[src/rtl/fmax_reduce_6_6.sv]
// Streaming max/argmax reduction over groups of N FloPoCo (wE=6, wF=6) operands on one shared comparator.
// Define FMAX_REDUCE_MIN_EN to swap the comparator operands and reduce to the minimum instead.

module fmax_reduce_6_6_fcmplt (
    input  logic [14:0] i_x,
    input  logic [14:0] i_y,
    output logic        o_xlty,
    output logic        o_unordered
);
    // Map each operand onto a signed total-order key: zeros collapse to 0,
    // infinities sit beyond the largest normal magnitude.
    function automatic logic signed [14:0] ord_key(input logic [14:0] v);
        logic [13:0] mag;
        case (v[14:13])
            2'b00:   mag = 14'd0;
            2'b01:   mag = {2'b00, v[11:0]} + 14'd1;
            default: mag = 14'h2000;
        endcase
        ord_key = v[12] ? -$signed({1'b0, mag}) : $signed({1'b0, mag});
    endfunction

    logic signed [14:0] w_key_x;
    logic signed [14:0] w_key_y;

    assign w_key_x     = ord_key(i_x);
    assign w_key_y     = ord_key(i_y);
    assign o_unordered = (i_x[14:13] == 2'b11) || (i_y[14:13] == 2'b11);
    assign o_xlty      = !o_unordered && (w_key_x < w_key_y);
endmodule

module fmax_reduce_6_6 #(
    parameter int N     = 4,
    parameter int IDX_W = 2
) (
    input  logic             clk,
    input  logic             rst,
    input  logic             in_valid,
    output logic             in_ready,
    input  logic [14:0]      in_data,
    output logic             out_valid,
    input  logic             out_ready,
    output logic [14:0]      out_max,
    output logic [IDX_W-1:0] out_idx,
    output logic             out_nan,
    output logic             busy
);
    // Handshakes: a transfer happens on a rising edge where valid & ready are both 1;
    // a producer holds valid and data stable until that edge, ready may change freely.
    typedef enum logic {ACCUM = 1'b0, DONE = 1'b1} state_t;

    localparam logic [IDX_W-1:0] LAST = IDX_W'(N - 1);

    state_t             r_state;
    state_t             w_state_nxt;
    logic [IDX_W-1:0]   r_cnt;
    logic [14:0]        r_best;
    logic [IDX_W-1:0]   r_best_idx;
    logic               r_nan_flag;
    logic               w_take;
    logic               w_xlty;
    logic               w_unordered;
    logic               w_in_nan;
    logic [14:0]        w_cmp_x;
    logic [14:0]        w_cmp_y;

`ifdef FMAX_REDUCE_MIN_EN
    assign w_cmp_x = in_data;
    assign w_cmp_y = r_best;
`else
    assign w_cmp_x = r_best;
    assign w_cmp_y = in_data;
`endif

    fmax_reduce_6_6_fcmplt u_cmp (
        .i_x         (w_cmp_x),
        .i_y         (w_cmp_y),
        .o_xlty      (w_xlty),
        .o_unordered (w_unordered)
    );

    assign w_in_nan = (in_data[14:13] == 2'b11);
    assign w_take   = in_valid && in_ready;

    always_comb begin
        w_state_nxt = r_state;
        in_ready    = 1'b0;
        out_valid   = 1'b0;
        case (r_state)
            ACCUM: begin
                // Held low while reset is asserted so nothing is offered as accepted.
                in_ready = !rst;
                if (in_valid && !rst && (r_cnt == LAST)) begin
                    w_state_nxt = DONE;
                end
            end
            DONE: begin
                out_valid = 1'b1;
                if (out_ready) begin
                    w_state_nxt = ACCUM;
                end
            end
            default: w_state_nxt = ACCUM;
        endcase
    end

    always_ff @(posedge clk or posedge rst) begin
        if (rst) begin
            r_state    <= ACCUM;
            r_cnt      <= '0;
            r_best     <= '0;
            r_best_idx <= '0;
            r_nan_flag <= 1'b0;
        end else begin
            r_state <= w_state_nxt;
            if (w_take) begin
                if (r_cnt == '0) begin
                    r_best     <= in_data;
                    r_best_idx <= '0;
                    r_nan_flag <= w_in_nan;
                end else begin
                    // Unordered never updates, so ties and NaNs keep the earlier operand.
                    if (!w_unordered && w_xlty) begin
                        r_best     <= in_data;
                        r_best_idx <= r_cnt;
                    end
                    if (w_in_nan) begin
                        r_nan_flag <= 1'b1;
                    end
                end
                r_cnt <= (r_cnt == LAST) ? '0 : r_cnt + IDX_W'(1);
            end
        end
    end

    assign out_max = r_best;
    assign out_idx = r_best_idx;
    assign out_nan = r_nan_flag;
    assign busy    = (r_state == ACCUM) && (r_cnt != '0);
endmodule

[config.mk]
export PLATFORM = sky130hd
export DESIGN_NAME = fmax_reduce_6_6
export DESIGN_NICKNAME = d
export VERILOG_FILES = /design/src/rtl/fmax_reduce_6_6.sv
export SDC_FILE = /design/constraint.sdc
export NUM_CORES = 1
export LEC_CHECK = 0
export BUFFER_PORTS_ARGS = -buffer_cell sky130_fd_sc_hd__buf_2
export CELL_PAD_IN_SITES_DETAIL_PLACEMENT = 1
export CELL_PAD_IN_SITES_GLOBAL_PLACEMENT = 2
export CORE_MARGIN = 2
export CORE_UTILIZATION = 31
export CTS_BUF_LIST = sky130_fd_sc_hd__clkbuf_4 sky130_fd_sc_hd__clkbuf_8 sky130_fd_sc_hd__clkbuf_16
export CTS_CLUSTER_DIAMETER = 150
export DETAILED_ROUTE_END_ITERATION = 10
export PLACE_DENSITY = 0.87
export SLEW_MARGIN = 0
export SYNTH_ARGS = -nofsm -noshare
export SYNTH_HDL_FRONTEND = slang
export SYNTH_SLANG_ARGS = --single-unit
[constraint.sdc]
create_clock -name clk -period 3.6 [get_ports clk]
set_input_delay 0.36 -clock clk [delete_from_list [all_inputs] [get_ports clk]]
set_output_delay 0.36 -clock clk [all_outputs]
set_load 0.01 [all_outputs]
==> reports/results.tsv <==
metric	value	unit
ir_drop	0.0005403	V
drv_cap	0	
worst_slack	-0.4030	ns
crit_required	3.75	ns
nNetsFinal	487	
firstDrtPassIters	4	
holdWs	0.2597	ns
synth_fp_nets	349	
cts_hold_buffers	0	
p_int	0.002055	W
wl	12230	um
drc	0	
setup_tns	-6.218	ns
min_period	4.003	ns
seq_power_share	13.7	%
die_area	8942	um^2
clock-sinks	21	
worst-endpoint-arrival	4.16	ns
critPathLaunchType	primary input	
grt_overflow	0	
rows	33	
fin_worst_skew	0.002281	ns
slew_viol_final	0	
end_kind	flop	
antenna_found_initial	0	
sw_frac_of_total	48.66	%
critPathKind	in2reg	
start_util	31.42	%
slowest_delay	0.52	ns
fmaxAchievable	0.2498	GHz
clockBufferDepth	2	
synth_area_per_cell	8.201	um^2
syn_area	2542	um^2
drive_gt1_share	53.02	%
final_cell_mix	98 x buf_4, 38 x buf_2, 22 x xnor2_1	
ys_seq_elements	21	
crit_fanout	6	
die_h	94.56	um
synthFlopType	dfrtp_1	
tightest_slew	0.8374	ns
rsz0062_at_grt	yes	
grt_pass1_vias	3223	
clock_power_share	4.0	%
cts.htree.levels	1	
fin_util	51.76	%
p_leak	1.862	nW
num_antenna_cells	0	
setup_violations	17	
first_iter_violations	160	
wl_per_cell	22.15	um
viasPerCell	5.676	
ant_nets	0	
yosysWarnings	0	
grt_pass1_wl	16930	um
slew_headroom	44.11	%
power_density	955.7	nW/um^2
core	8093	um^2
final.period_utilization	111.2	%
hold_viol_final	0	
cts_tree	yes	
clkTransAtPathRegs	0.08	ns
vias	3133	
area_delta_synth_final	64.76	%
hp-class	in2async	
grt_max_degree	22	
die_x	94.56	um
violations	negative setup slack	
final_common_cell	buf_4	
synth_edf_count	0	
gp_congestion	0.8727	
yosysSeqAreaShare	20.67	%
netlist_instances	310	
pre_cts_slack	-0.5488	ns
clkLatencyLatePin	0.26	ns
crit_path_top_delay_cell	or4b_4	
yosys.cell_types.count	56	
grtUsageTotal	24.64	%
status	complete, but fails checks	
cp_cell_sequence	buf_2, ha_4, or4b_4, a211oi_4, o21ai_2, buf_4, o31ai_4, xor2_1, ha_1, nand2_1, nor3_4, a2111oi_4, nand2_2, mux2i_4, buf_6, mux2_4	
comb_power_share	82.3	%
numCtsBuffers	3	
switchingPower	0.001948	W
nFillCells	980	
synth-async-reset-ratio	100.0	%
path_delay_family	simple AND/OR/NAND/NOR gates	
clock-root-buffer	clkbuf_8	
io_buffers	39	
path_buf_inv	3	
dp_hpwl	7591	um
num_io_pins	40	
path summary, 6_finish.rpt:
check	from	endpoint	slack [ns]	cells after the start
worst max-delay path	in_data[1]	out_max[13]	-0.40	16
worst min-delay path	rst	r_state	0.26	2
worst max register to register	out_max[1]	out_max[13]	-0.39	15
worst min register to register	out_nan	out_nan	0.53	1
max in group asynchronous	rst	out_max[6]	2.77	2
min in group clk	out_ready	r_state	0.27	2
flip-flops by register name (all words and copies together) (netlist names):
register / count
out_max: 15
out_idx: 2
r_cnt: 2
out_nan: 1
r_state: 1
cell usage after synthesis, types with 2 or more instances:
cell      instances  share of area, %
nand3b_1          5               1.5
buf_2             6               1.2
dfrtp_1          21                21
o32ai_1           2              0.69
o21ai_1           3              0.59
nor2b_1           4              0.98
inv_1            13               1.9
nor2_1           23               3.4
or3_1             3              0.74
xnor2_1          25               8.6
o41ai_1           3               1.0
a21oi_1          13               2.6
xor2_1            9               3.1
clkbuf_1          5              0.74
ha_1             20               9.8
mux2i_1           7               2.8
nand2b_1          8               2.0
nand2_1          26               3.8
o31a_1            2              0.69
and3_1            4              0.98
nor4_1            3              0.74
nand4_1           6               1.5
o31ai_1           3              0.89
nand3_1          13               2.6
mux2_2            9               4.0
and2_1            2              0.49
or3b_2            4               1.4
a31oi_1           4              0.98
o41ai_2           2               1.3
nor3_1           11               2.2
mux2_1            7               3.1
o21ai_0          20               3.9
per-stage QoR:
step	total power [W]	cell area, um^2	instances
final	0.004004	4189	552
after global routing	0.004203	4189	552
after CTS	0.003553	3958	549
after detailed placement	0.002825	3588	536
after global placement	0.002684	3588	536
after floorplan	0.001798	2614	310
metal layers:
metal | GRT usage [%] | share of wire [%] | vias to the layer above
li1 | - | - | 1409
met5 | 0 | 0 | -
met4 | 11.11 | 4.5 | 0
met3 | 2.075 | 2.5 | 34
met2 | 45.83 | 53 | 99
met1 | 28.53 | 40 | 1591
repair_timing:
| item | 4_1_cts | 5_1_grt |
|---|---|---|
| gates resized for setup | 53 | 49 |
| setup endpoints to repair | 17 | 17 |
| gates cloned | 1 | 0 |
| pin swaps | 24 | 19 |
| setup buffers | 9 | 6 |
cells by family (layout without fill, tap and decap cells):
| group | after synthesis | in the layout | share of synthesized area, % |
|---|---|---|---|
| mux | 24 | 24 | 10.73 |
| xor+xnor | 34 | 34 | 11.71 |
| flops | 21 | 21 | 20.67 |
| fa+ha+maj | 20 | 20 | 9.843 |
| compound gates | 69 | 69 | 19.00 |
| simple gates | 117 | 117 | 23.92 |
| buf+inv | 25 | 162 | 4.134 |
cell type report:
cell class / instances / area [um^2] / share of cell area [%]
Clock buffer: 3 / 41.29 / 0.9857
Tap cell: 105 / 131.4 / 3.136
Multi-Input combinational cell: 264 / 2399 / 57.26
Timing Repair Buffer: 145 / 1031 / 24.61
Clock inverter: 1 / 5.005 / 0.1195
Inverter: 13 / 48.80 / 1.165
Sequential cell: 21 / 533.0 / 12.72
power by group through the flow:
stage / sequential (W) / combinational (W) / clock [W]
final: 0.000548 / 0.00329 / 0.000161
after global routing: 0.000552 / 0.00348 / 0.000167
after CTS: 0.000505 / 0.00289 / 0.000160
after global placement: 0.000484 / 0.00220 / 0
after detailed placement: 0.000496 / 0.00233 / 0
after floorplan: 0.000542 / 0.00126 / 0
worst reg2reg max path, cell delays in order (launching register included):
cell and delay, ns:
dfrtp_2 0.46, ha_4 0.21, xnor2_2 0.22, a31oi_1 0.16, nor3_2 0.26, nand2_2 0.16, o31ai_2 0.26, nand3b_1 0.14
ha_1 0.33, nand4_1 0.23, nor3_4 0.34, a2111oi_4 0.12, nand2_2 0.13, mux2i_4 0.34, buf_6 0.21, mux2_4 0.31
Power figures use the tool's default switching activity.
